## src/rtl/sumador_pkg.sv

```systemverilog
// Shared definitions for the selective-adder exercise.
// Holds default widths, the adder select codes and the state encoding of
// the checker FSM. Imported by the checker, its interface and the golden model.
package sumador_pkg;

    localparam int DEF_NB_DATA   = 3;
    localparam int DEF_NB_SUMA   = DEF_NB_DATA + 1;
    localparam int DEF_NB_ERRCNT = 8;

    typedef logic [1:0] sel_t;

    localparam sel_t SEL_DATA2 = 2'b00;
    localparam sel_t SEL_SUMA  = 2'b01;
    localparam sel_t SEL_DATA1 = 2'b10;
    localparam sel_t SEL_CERO  = 2'b11;

    typedef logic [2:0] state_t;

    localparam state_t ST_IDLE = 3'd0;
    localparam state_t ST_S0   = 3'd1;
    localparam state_t ST_S1   = 3'd2;
    localparam state_t ST_S2   = 3'd3;
    localparam state_t ST_S3   = 3'd4;
    localparam state_t ST_FIN  = 3'd5;

    // Select code driven to the adder in each state; zero outside S0..S3.
    function automatic sel_t sel_of_state(input state_t st);
        case (st)
            ST_S0:   return SEL_DATA2;
            ST_S1:   return SEL_SUMA;
            ST_S2:   return SEL_DATA1;
            ST_S3:   return SEL_CERO;
            default: return SEL_DATA2;
        endcase
    endfunction

endpackage

```

## src/rtl/controlador_sumador_if.sv

```systemverilog
// Bundle of the request handshake, the adder-facing bus and the check results.
// slave  : the checker (controlador_sumador)
// master : whoever issues requests and provides the adder result
//   i_valid/i_data1/i_data2 : request in      o_ready : checker idle
//   o_data1/o_data2/o_sel   : adder inputs     i_suma  : adder result
//   o_done/o_result/o_mismatch/o_err_count : check outcome
interface controlador_sumador_if
    import sumador_pkg::*;
#(
    parameter int NB_DATA   = DEF_NB_DATA,
    parameter int NB_SUMA   = NB_DATA + 1,
    parameter int NB_ERRCNT = DEF_NB_ERRCNT
);
    logic                 i_valid;
    logic                 o_ready;
    logic [NB_DATA-1:0]   i_data1;
    logic [NB_DATA-1:0]   i_data2;
    logic [NB_DATA-1:0]   o_data1;
    logic [NB_DATA-1:0]   o_data2;
    logic [1:0]           o_sel;
    logic [NB_SUMA-1:0]   i_suma;
    logic                 o_done;
    logic [NB_SUMA-1:0]   o_result;
    logic [3:0]           o_mismatch;
    logic [NB_ERRCNT-1:0] o_err_count;

    modport slave (
        input  i_valid, i_data1, i_data2, i_suma,
        output o_ready, o_data1, o_data2, o_sel, o_done,
               o_result, o_mismatch, o_err_count
    );

    modport master (
        output i_valid, i_data1, i_data2, i_suma,
        input  o_ready, o_data1, o_data2, o_sel, o_done,
               o_result, o_mismatch, o_err_count
    );

endinterface

```

## src/rtl/modelo_esperado.sv

```systemverilog
// Combinational golden model of the selective adder.
//   data1, data2 : operands
//   sel          : 00 data2, 01 data1+data2, 10 data1, 11 zero
//   expected     : value a correct adder must produce
module modelo_esperado
    import sumador_pkg::*;
#(
    parameter int NB_DATA = DEF_NB_DATA,
    parameter int NB_SUMA = NB_DATA + 1
) (
    input  logic [NB_DATA-1:0] data1,
    input  logic [NB_DATA-1:0] data2,
    input  logic [1:0]         sel,
    output logic [NB_SUMA-1:0] expected
);

    always_comb begin
        expected = '0;
        case (sel)
            SEL_DATA2: expected = NB_SUMA'(data2);
            SEL_SUMA:  expected = NB_SUMA'(data1) + NB_SUMA'(data2);
            SEL_DATA1: expected = NB_SUMA'(data1);
            default:   expected = '0;
        endcase
    end

endmodule

```

## src/rtl/controlador_sumador.sv

```systemverilog
// Built-in self-check wrapper for the selective adder.
// Accepts one operand pair, walks the adder through all four select codes,
// compares every result against the golden model and reports the outcome.
//   clk   : system clock, rising edge
//   i_rst : asynchronous reset, active high
//   bus   : request handshake, adder drive/sense and results (slave side)
//
// state | meaning
// IDLE  | ready, waiting for i_valid; operands latched on acceptance
// S0    | sel=00 driven, adder result checked against data2
// S1    | sel=01 driven, sum checked and captured into o_result
// S2    | sel=10 driven, adder result checked against data1
// S3    | sel=11 driven, adder result checked against zero
// FIN   | o_done pulse, mask and error count already published
module controlador_sumador
    import sumador_pkg::*;
#(
    parameter int NB_DATA   = DEF_NB_DATA,
    parameter int NB_SUMA   = NB_DATA + 1,
    parameter int NB_ERRCNT = DEF_NB_ERRCNT
) (
    input  logic                  clk,
    input  logic                  i_rst,
    controlador_sumador_if.slave  bus
);

    localparam logic [NB_ERRCNT-1:0] ERR_MAX = {NB_ERRCNT{1'b1}};

    state_t               state_q;
    state_t               state_d;
    logic [NB_DATA-1:0]   data1_q;
    logic [NB_DATA-1:0]   data2_q;
    logic [3:0]           mask_q;
    logic [3:0]           mask_next;
    logic [NB_SUMA-1:0]   result_q;
    logic [3:0]           mismatch_q;
    logic [NB_ERRCNT-1:0] err_q;
    logic [NB_SUMA-1:0]   expected;
    logic [1:0]           sel;
    logic                 ready;
    logic                 done;
    logic                 testing;

    modelo_esperado #(
        .NB_DATA (NB_DATA),
        .NB_SUMA (NB_SUMA)
    ) u_modelo (
        .data1    (data1_q),
        .data2    (data2_q),
        .sel      (sel),
        .expected (expected)
    );

    always_ff @(posedge clk or posedge i_rst) begin
        if (i_rst) begin
            state_q <= ST_IDLE;
        end else begin
            state_q <= state_d;
        end
    end

    always_comb begin
        state_d = ST_IDLE;
        case (state_q)
            ST_IDLE: state_d = bus.i_valid ? ST_S0 : ST_IDLE;
            ST_S0:   state_d = ST_S1;
            ST_S1:   state_d = ST_S2;
            ST_S2:   state_d = ST_S3;
            ST_S3:   state_d = ST_FIN;
            ST_FIN:  state_d = ST_IDLE;
            default: state_d = ST_IDLE;
        endcase
    end

    always_comb begin
        ready   = 1'b0;
        done    = 1'b0;
        testing = 1'b0;
        sel     = sel_of_state(state_q);
        case (state_q)
            ST_IDLE:                    ready   = 1'b1;
            ST_S0, ST_S1, ST_S2, ST_S3: testing = 1'b1;
            ST_FIN:                     done    = 1'b1;
            default:                    ready   = 1'b0;
        endcase
    end

    // The sample of the current select lands in bit <sel> of the mask.
    always_comb begin
        mask_next = mask_q;
        if (testing && (bus.i_suma != expected)) begin
            mask_next = mask_q | (4'b0001 << sel);
        end
    end

    // Mask and error count are published on the S3->FIN edge so they are
    // already valid while o_done is high.
    always_ff @(posedge clk or posedge i_rst) begin
        if (i_rst) begin
            data1_q    <= '0;
            data2_q    <= '0;
            mask_q     <= '0;
            result_q   <= '0;
            mismatch_q <= '0;
            err_q      <= '0;
        end else begin
            case (state_q)
                ST_IDLE: begin
                    if (bus.i_valid) begin
                        data1_q <= bus.i_data1;
                        data2_q <= bus.i_data2;
                        mask_q  <= '0;
                    end
                end
                ST_S0, ST_S2: begin
                    mask_q <= mask_next;
                end
                ST_S1: begin
                    mask_q   <= mask_next;
                    result_q <= bus.i_suma;
                end
                ST_S3: begin
                    mask_q     <= mask_next;
                    mismatch_q <= mask_next;
                    if ((mask_next != 4'b0000) && (err_q != ERR_MAX)) begin
                        err_q <= err_q + NB_ERRCNT'(1);
                    end
                end
                default: begin
                end
            endcase
        end
    end

    assign bus.o_ready     = ready;
    assign bus.o_done      = done;
    assign bus.o_sel       = sel;
    assign bus.o_data1     = data1_q;
    assign bus.o_data2     = data2_q;
    assign bus.o_result    = result_q;
    assign bus.o_mismatch  = mismatch_q;
    assign bus.o_err_count = err_q;

endmodule

```

## src/flat_wrapper.sv

```systemverilog
// flat-port wrapper written by rule: the top's interface ports become plain ports
module controlador_sumador_flat import sumador_pkg::*;
#(
    parameter int NB_DATA   = DEF_NB_DATA,
    parameter int NB_SUMA   = NB_DATA + 1,
    parameter int NB_ERRCNT = DEF_NB_ERRCNT
)
  (clk, i_rst, bus_i_valid, bus_i_data1, bus_i_data2, bus_i_suma, bus_o_ready, bus_o_data1, bus_o_data2, bus_o_sel, bus_o_done, bus_o_result, bus_o_mismatch, bus_o_err_count);
  controlador_sumador_if #(.NB_DATA(NB_DATA), .NB_SUMA(NB_SUMA), .NB_ERRCNT(NB_ERRCNT)) bus_i ();
  input  logic clk;
  input  logic i_rst;
  input wire logic [$bits(bus_i.i_valid)-1:0] bus_i_valid;
  input wire logic [$bits(bus_i.i_data1)-1:0] bus_i_data1;
  input wire logic [$bits(bus_i.i_data2)-1:0] bus_i_data2;
  input wire logic [$bits(bus_i.i_suma)-1:0] bus_i_suma;
  output wire logic [$bits(bus_i.o_ready)-1:0] bus_o_ready;
  output wire logic [$bits(bus_i.o_data1)-1:0] bus_o_data1;
  output wire logic [$bits(bus_i.o_data2)-1:0] bus_o_data2;
  output wire logic [$bits(bus_i.o_sel)-1:0] bus_o_sel;
  output wire logic [$bits(bus_i.o_done)-1:0] bus_o_done;
  output wire logic [$bits(bus_i.o_result)-1:0] bus_o_result;
  output wire logic [$bits(bus_i.o_mismatch)-1:0] bus_o_mismatch;
  output wire logic [$bits(bus_i.o_err_count)-1:0] bus_o_err_count;
  assign bus_i.i_valid = bus_i_valid;
  assign bus_i.i_data1 = bus_i_data1;
  assign bus_i.i_data2 = bus_i_data2;
  assign bus_i.i_suma = bus_i_suma;
  assign bus_o_ready = bus_i.o_ready;
  assign bus_o_data1 = bus_i.o_data1;
  assign bus_o_data2 = bus_i.o_data2;
  assign bus_o_sel = bus_i.o_sel;
  assign bus_o_done = bus_i.o_done;
  assign bus_o_result = bus_i.o_result;
  assign bus_o_mismatch = bus_i.o_mismatch;
  assign bus_o_err_count = bus_i.o_err_count;
  controlador_sumador #(.NB_DATA(NB_DATA), .NB_SUMA(NB_SUMA), .NB_ERRCNT(NB_ERRCNT)) u_core (.clk(clk), .i_rst(i_rst), .bus(bus_i));
endmodule
```

## config.mk

```make
export PLATFORM = sky130hd
export DESIGN_NAME = controlador_sumador_flat
export DESIGN_NICKNAME = d
export VERILOG_FILES = /design/src/rtl/sumador_pkg.sv /design/src/rtl/controlador_sumador_if.sv /design/src/rtl/modelo_esperado.sv /design/src/rtl/controlador_sumador.sv /design/src/flat_wrapper.sv
export SDC_FILE = /design/constraint.sdc
export NUM_CORES = 1
export LEC_CHECK = 0
export CORE_AREA = 2 2 62 64
export CTS_BUF_LIST = sky130_fd_sc_hd__clkbuf_16
export DETAILED_ROUTE_END_ITERATION = 16
export DIE_AREA = 0 0 64 66
export PLACE_DENSITY = 0.79
export SYNTH_ARGS = -nofsm -noshare
export SYNTH_HDL_FRONTEND = slang
export SYNTH_SLANG_ARGS = --single-unit
```

## constraint.sdc

```tcl
create_clock -name clk -period 3.35 [get_ports clk]
set_clock_uncertainty 0.15 [all_clocks]
set_input_delay 1.005 -clock clk [delete_from_list [all_inputs] [get_ports clk]]
set_output_delay 1.005 -clock clk [all_outputs]
set_load 0.01 [all_outputs]
```

# == Yosys cells after proc, flatten, opt, wreduce, memory -nomap -nowiden ==
# Cells that the tools add are included.
# word_totals
latchBits,0
register_bits,29
romBits,0
word_cells,41
memories,0
ram_bits,0
# op_classes
reduce_logical,10
magnitude_cmp,0
shifts,1
multipliers,0
bitwise_logic,1
n_addsub,2
eq_ne,10
div,0
muxes,10
# op_table
operator,count
$pmux 3 s5,1
$pmux 4 s3,1
$add 8x1->8 const B,1
$mux 4,2
$ne 8x8->1 const B,1
$pmux 4 s2,1
$eq 3x2->1 const B,2
$eq 3x3->1 const B,2
$pmux 2 s3,1
$reduce_and 2->1,3
$add 3x3->4,1
$mux 1,4
$ne 4x4->1,1
$or 4x4->4,1
$reduce_bool 4->1,1
$reduce_or 4->1,1
$shl 1x2->4 const A,1
$eq 3x1->1 const B,1
$logic_not 3->1,1
$eq 2x1->1 const B,1
$eq 2x2->1 const B,1
$logic_and 1x1->1,2
$logic_not 2->1,1
$ne 2x2->1 const B,1
$reduce_bool 2->1,1

# == Depth between registers and ports, before layout ==
# Gate-level depths: netlist of run 1.
# depth
word_depth,10
ltp_mapped,10
depth_no_buf,9

# == Modules after synthesis ==
# From an unflattened synthesis of run 1, not the netlist that was laid out.
# unflattened
cells_unflattened,130
hier_area_um2,1463.9
# by_module_without_submodules
module,n_inst,seq_area_each_um2,area_per_inst_um2,cells_each
controlador_sumador,1,725.7,1291.2,110
modelo_esperado,1,0.0,172.7,20

# == Worst setup path after synthesis of run 1 ==
# Ideal clock, no wire load.
# synth_timing
path_kind,reg-to-reg
start,"register u_core.data2_q[0], in the netlist u_core.bus.o_data2[0]"
end,"register u_core.err_q[1], in the netlist u_core.bus.o_err_count[1]"
slack_ps,867
arrival_ps,2208
path_buffers,0
synth_period_minus_slack_ps,2483
stages_incl_launch_ff,10
required_time_ps,3075
setup_time_ps,125
cell_sequence,dfrtp_1 > ha_1 > fa_1 > xor2_1 > a221oi_2 > nor3_1 > a21oi_1 > nand4_1 > o21a_1 > mux2_4
# synth_between
elab_chain_len,8
# synth_lines
element,line,rtl
start: declaration,controlador_sumador.sv:32,logic [NB_DATA-1:0] data2_q;
start signal: assignment,controlador_sumador.sv:111,data2_q <= bus.i_data2;
$add 3x3->4,modelo_esperado.sv:21,SEL_SUMA: expected = NB_SUMA'(data1) + NB_SUMA'(data2);
$pmux 4 s3 *,modelo_esperado.sv:19,case (sel)
$ne 4x4->1 *,controlador_sumador.sv:91,if (testing && (bus.i_suma != expected)) begin
$logic_and 1x1->1 *,controlador_sumador.sv:91,
$mux 4 *,controlador_sumador.sv:91,
$reduce_bool 4->1 *,controlador_sumador.sv:125,if ((mask_next != 4'b0000) && (err_q != ERR_MAX)) begin
$logic_and 1x1->1 *,controlador_sumador.sv:125,
$reduce_and 2->1 (no source line) *,--,
end signal: assignment,controlador_sumador.sv:126,err_q <= err_q + NB_ERRCNT'(1);
end: declaration,controlador_sumador.sv:37,logic [NB_ERRCNT-1:0] err_q;
# Every way passes the cells marked *; elsewhere a longest branch is shown, timed or not.
# A chain may end at the register's enable or synchronous reset.

# == Worst setup path after layout of run 1 ==
# layout_timing
start,register u_core.state_q[1]
end,output port bus_o_sel[0]
# layout_between
elab_chain_len,2
elab_cells_between_ends,4
cone_classes,3 x eq/ne; 1 x mux
# layout_lines
element,line,rtl
start: declaration,controlador_sumador.sv:29,state_t state_q;
start signal: assignment,controlador_sumador.sv:58,state_q <= state_d;
$eq 3x3->1 or $eq 3x2->1 (tied branches),sumador_pkg.sv:28,case (st)
$pmux 2 s3 *,sumador_pkg.sv:28,
end: declaration,flat_wrapper.sv:19,output wire logic [$bits(bus_i.o_sel)-1:0] bus_o_sel;
# Marks and branches as above.

==> flow_summary_export.csv, run 1 <==
group,metric,value,unit
detailed_routing,wl_per_cell,14.3,µm
setup_path,crit_path_top_delay_cell,"clkdlybuf4s50_1",
cells_and_area,fill_cells,305,
power,leakagePower,0.867,nW
sta,hold-worst-slack,351,ps
sta,rsz0062_at_grt,"no",
cells_and_area,syn2layout_area_growth,37.3,%
cells_and_area,fin_area,2090,µm²
detailed_routing,wl,3240,µm
detailed_routing,drc,0,
yosys,synthCells,135,
detailed_routing,via_count,1221,
cells_and_area,seq_area,726,µm²
setup_path,crit_path_max_fanout,13,
setup_path,criticalPathCategory,"reg -> out",
clock_tree,clk_pin_slew,50,ps
cells_and_area,final_cell_mix,"clkdlybuf4s50_1, dfrtp_1, mux2_2",
yosys,synth_warnings,0,
min_path,hold_path.class,"reg -> reg",
power,powerDensity,990,nW/µm²
yosys,avgSynthCellArea,11.3,µm²
sta,worst_slew_pin_slew,565,ps
detailed_routing,antenna_left,0,
floorplanning,num_rows,22,
clock_tree,cts_resized,0,
clock_tree,post-cts-setup-buffers,0,
yosys,syn_nets,153,
yosys,ys_ff_latch,29,
clock_tree,hold_buffers,0,
yosys,ys_types,40,
setup_path,crit_chain,"nand2b_1 -> a21oi_1 -> clkdlybuf4s50_1",
placed_design,routabilityCongestion,0.865,
clock_tree,cts_tree,"done",
clock_tree,clk_path_buf_depth,2,
placed_design,hpwl,2370,µm
setup_path,start_kind,"register",
cells_and_area,final_common_cell,"clkdlybuf4s50_1",
sta,slew_viol_final,0,
job,maxCapViolations,0,
floorplanning,die_h,66,µm
setup_path,max_stage_delay,580,ps
sta,min_period,3140,ps
grt,grt-ovfl-total,0,
sta,max_freq,0.319,GHz
sta,finalSetupViolCount,0,
sta,tns,0,ps
grt,grt_antenna_before_repair,0,
floorplanning,boundaryPins,39,
floorplanning,core_area,3550,µm²
placed_design,io_buffers,38,
placed_design,placed_area,1950,µm²
setup_path,end_kind,"output pin",
clock_tree,numCtsBuffers,5,
sta,final_hold_viol_count,0,
floorplanning,dieArea,4220,µm²
clock_tree,clkLatencyLatePin,270,ps
grt,grt_pass1_wl,5800,µm
cells_and_area,drive_gt1_share,19.0,%
grt,grt_max_degree,30,
setup_path,worstPathRequired,2190,ps
clock_tree,root_buffer,"clkbuf_16",
outcome,status,"completed",
yosys,syn_area,1520,µm²
grt,grt_pass1_vias,1294,
clock_tree,cts_num_sinks,29,
grt,globalRouteTotalUtil,18.1,%
detailed_routing,drt-initial-drc-count,83,
sta,slew_headroom,62.3,%
power,vdd_drop_max,523,µV
cells_and_area,antenna_cells,0,
clock_tree,htreeDepth,2,
setup_path,critPathArrivalTime,1980,ps
yosys,ys_seq_area_share,47.8,%
detailed_routing,viasPerCell,5.38,
floorplanning,initial_core_util,42.8,%
sta,timing.final.crit_share,93.6,%
cells_and_area,layout.nets,196,
floorplanning,die_w,64,µm
detailed_routing,dr.pass1.iters,5,
cells_and_area,multiInputGateArea,747,µm²
## metal layers
metal	vias to the layer above	track usage, %	share of wire (%)
li1	572	-	-
met1	595	20.9	41
met2	48	31.4	52
met3	6	4.60	5.7
met4	0	8.42	1.2
met5	-	0	0
## registers in the layout (all words and copies together), names as in the netlist
signal                  count
u_core.bus.o_err_count      8
u_core.bus.o_mismatch       4
u_core.bus.o_result         4
u_core.mask_q               4
u_core.bus.o_data1          3
u_core.bus.o_data2          3
u_core.state_q              3
## kinds of logic after synthesis
logic type      synth area share, %
simple gates                   14.7
compound gates                 12.9
fa+ha+maj                      4.61
buf+inv                        3.05
flops                          47.8
mux                            10.6
xor+xnor                       6.34
## stage by stage
stage	instances	utilization, %	power (mW)	setup WS, ps
5_1_grt	227	58.7	2.23	108
3_3_place_gp	219	54.8	1.62	591
6_report	227	58.7	2.07	214
4_1_cts	227	58.7	2.09	236
2_1_floorplan	135	-	1.27	867
3_5_place_dp	219	54.8	1.65	558
## path summary, 6_finish.rpt
kind	startpoint	depth (start not counted)	slack (ps)	endpoint
min in group asynchronous	i_rst	3	950	u_core.bus.o_result[0]
worst min register to register	u_core.bus.o_err_count[4]	1	350	u_core.bus.o_err_count[4]
max in group asynchronous	i_rst	3	1830	u_core.mask_q[2]
worst max-delay path	u_core.state_q[1]	3	210	bus_o_sel[0]
worst min-delay path	u_core.bus.o_err_count[4]	1	350	u_core.bus.o_err_count[4]
worst max register to register	u_core.bus.o_data2[0]	9	760	u_core.bus.o_err_count[1]
## power breakdown
group	switching [mW]	internal (mW)
Sequential	0.194	0.497
Combinational	0.419	0.544
Clock	0.144	0.268
Total	0.757	1.31
## cell usage after synthesis (all sizes together)
master | number | share of area, %
nor2b | 1 | 0.41
or2 | 1 | 0.41
clkbuf | 1 | 0.25
o22ai | 2 | 0.82
nand2b | 3 | 1.7
and4b | 1 | 0.66
buf | 4 | 2.1
or4 | 1 | 0.49
nor3 | 5 | 2.0
nand2 | 3 | 0.74
o211ai | 1 | 0.82
a22oi | 1 | 0.49
o21ai | 11 | 3.6
inv | 3 | 0.74
nor3b | 1 | 1.2
nand3 | 7 | 2.3
fa | 1 | 1.3
o41ai | 1 | 1.1
a21oi | 8 | 2.6
mux2 | 14 | 11
nand4 | 1 | 0.41
o21a | 2 | 0.99
ha | 4 | 3.3
xor2 | 2 | 1.2
nand3b | 1 | 0.74
a221oi | 1 | 0.99
nor2 | 12 | 3.1
and3 | 1 | 0.41
a21o | 1 | 0.49
o31ai | 2 | 0.99
xnor2 | 9 | 5.2
dfrtp | 29 | 48
## area by class of cell
type | count | share of cell area (%)
inverter | 3 | 0.540
sequential | 29 | 34.8
multi-input combinational | 98 | 35.8
clock inverter | 3 | 0.660
clock buffer | 5 | 6.00
timing repair buffer | 41 | 19.3
tap | 48 | 2.88
## critical path: cells and delay by family, from the launching register on
| kind | cells | cell delay, ps |
|---|---|---|
| AO/OA/AOI/OAI | 1 | 250 |
| flip-flops | 1 | 550 |
| buffers and inverters | 1 | 580 |
| AND/OR/NAND/NOR | 1 | 330 |
No activity file was read; power rests on OpenSTA's default activity.
==> run 2: changes to the inputs <==
--- a/config.mk
+++ b/config.mk
@@ -5,11 +5,12 @@
 export SDC_FILE = /design/constraint.sdc
 export NUM_CORES = 1
 export LEC_CHECK = 0
-export CORE_AREA = 2 2 62 64
+export CAP_MARGIN = 20
+export CORE_AREA = 2 2 81 83
 export CTS_BUF_LIST = sky130_fd_sc_hd__clkbuf_16
 export DETAILED_ROUTE_END_ITERATION = 16
-export DIE_AREA = 0 0 64 66
-export PLACE_DENSITY = 0.79
+export DIE_AREA = 0 0 83 85
+export PLACE_DENSITY = 0.53
 export SYNTH_ARGS = -nofsm -noshare
 export SYNTH_HDL_FRONTEND = slang
 export SYNTH_SLANG_ARGS = --single-unit
==> run 2 against run 1 <==
Effect of this change: power down 0.48%; hold slack worse by 17 ps; register-to-register slack worse by 30 ps; final area up 1.7%.
==> flow_summary_export.csv, run 2 (synthesis results as in run 1) <==
group,metric,value,unit
detailed_routing,antenna_left,0,
power,p_switching,0.749,mW
cells_and_area,syn2layout_area_growth,39.6,%
cells_and_area,final_core_util,34.2,%
sta,min_period,3100,ps
min_path,hold_end,"u_core.bus.o_err_count[4]",
floorplanning,die_h,85,µm
min_path,hp-start,"u_core.bus.o_err_count[4]",
clock_tree,hold_buffers,0,
power,vdd_drop_max,390,µV
cells_and_area,drive_gt1_share,18.4,%
placed_design,io_buffers,38,
clock_tree,post-cts-setup-buffers,0,
cells_and_area,seq_area,726,µm²
grt,globalRouteTotalUtil,10.2,%
sta,final_hold_viol_count,0,
power,leakagePower,0.861,nW
floorplanning,num_rows,29,
sta,timing.final.crit_share,92.5,%
detailed_routing,drt-initial-drc-count,36,
grt,grt_antenna_before_repair,0,
grt,grt_pass1_vias,1205,
floorplanning,dieArea,7060,µm²
setup_path,r2r_slack,730,ps
floorplanning,core_area,6200,µm²
power,powerDensity,969,nW/µm²
power,power_frac_seq,33.4,%
setup_path,crit_path_max_fanout,13,
setup_path,start_kind,"register",
power,clockPowerShare,20.1,%
job,maxCapViolations,0,
detailed_routing,drc,0,
setup_path,rr_endpoint,"u_core.bus.o_err_count[1]",
cells_and_area,fin_area,2120,µm²
placed_design,routabilityCongestion,0.779,
min_path,hold_path.class,"reg -> reg",
clock_tree,cts_num_sinks,29,
sta,max_freq,0.323,GHz
detailed_routing,via_count,1148,
detailed_routing,viasPerCell,4.48,
outcome,status,"completed",
power,combPwrFrac,46.5,%
clock_tree,numCtsBuffers,5,
sta,rsz0062_at_grt,"no",
cells_and_area,final_common_cell,"clkdlybuf4s50_1",
power,internal_power,1.31,mW
clock_tree,root_buffer,"clkbuf_16",
sta,slew_viol_final,0,
sta,worst_slew_pin_slew,546,ps
clock_tree,clk_path_buf_depth,2,
min_path,min_path_cells,1,
placed_design,placed_area,1980,µm²
setup_path,worstPathRequired,2190,ps
clock_tree,cts_tree,"done",
sta,finalSetupViolCount,0,
setup_path,critPathArrivalTime,1940,ps
detailed_routing,wl_per_cell,13.0,µm
clock_tree,cts_resized,0,
sta,slew_headroom,63.6,%
floorplanning,boundaryPins,39,
clock_tree,htreeDepth,2,
clock_tree,clk_pin_slew,50,ps
cells_and_area,final_cell_mix,"clkdlybuf4s50_1, dfrtp_1, mux2_2",
cells_and_area,multiInputGateArea,747,µm²
detailed_routing,wl,3330,µm
cells_and_area,layout.nets,196,
grt,grt-ovfl-total,0,
sta,tns,0,ps
detailed_routing,dr.pass1.iters,4,
grt,grt_max_degree,30,
floorplanning,initial_core_util,24.5,%
clock_tree,clkLatencyLatePin,270,ps
floorplanning,die_w,83,µm
setup_path,rr_worst_depth,9,
cells_and_area,largest_reg_flops,8,
cells_and_area,antenna_cells,0,
setup_path,end_kind,"output pin",
cells_and_area,fill_cells,645,
setup_path,worstReg2RegStart,"u_core.bus.o_data2[0]",
setup_path,criticalPathCategory,"reg -> out",
placed_design,hpwl,2380,µm
grt,grt_pass1_wl,5770,µm
power,swShare,36.4,%
==> run 2: cell types whose count changed in the layout (fill, tap and decap cells not counted) <==
cell,before,now
inv_1,2,1
clkinv_1,0,2
clkinv_2,2,1
==> run 2: how the worst max path moves through the flow <==
stage / start / endpoint / slack, ps
after floorplan: u_core.bus.o_data2[0] / u_core.bus.o_err_count[1] / 870
after global placement: u_core.state_q[1] / bus_o_sel[0] / 590
after detailed placement: u_core.state_q[1] / bus_o_sel[0] / 530
after CTS: u_core.state_q[1] / bus_o_sel[0] / 240
after global routing: u_core.state_q[1] / bus_o_sel[0] / 170
final: u_core.state_q[1] / bus_o_sel[0] / 250
==> run 2: layer usage <==
metal,wire length (µm),vias to the layer above,track usage (%),share of wire [%]
met5,0,-,0,0
met4,36,0,3.87,1.1
met2,1560,25,16.9,47
met1,1600,545,12.4,48
met3,125,5,3.40,3.8
li1,-,573,-,-
==> run 2: final cells by class <==
type                            count  share of cell area [%]
Inverter                            3                   0.531
Clock inverter                      3                   0.590
Clock buffer                        5                    5.90
Tap cell                           77                    4.54
Sequential cell                    29                    34.2
Timing Repair Buffer               41                    19.0
Multi-Input combinational cell     98                    35.2
==> run 2: worst max-delay path, cell delays in order (launching register included) <==
cell	delay, ps
dfrtp_1	560
nand2b_1	340
a21oi_1	220
clkdlybuf4s50_1	560
==> run 2: power groups by stage <==
stage | combinational [mW] | sequential [mW] | clock [mW]
2_1_floorplan | 0.597 | 0.670 | 0
3_3_place_gp | 0.965 | 0.688 | 0
3_5_place_dp | 0.966 | 0.693 | 0
4_1_cts | 0.974 | 0.691 | 0.432
5_1_grt | 1.06 | 0.717 | 0.446
6_report | 0.956 | 0.686 | 0.413
==> run 2: per-stage QoR <==
step / instances / hold WS (ps) / power [mW] / worst slack (ps)
global route: 256 / 379 / 2.22 / 169
CTS: 256 / 344 / 2.10 / 237
global placement: 248 / 334 / 1.65 / 592
floorplan: 135 / 327 / 1.27 / 867
finish: 256 / 334 / 2.06 / 250
detailed placement: 248 / 337 / 1.66 / 533
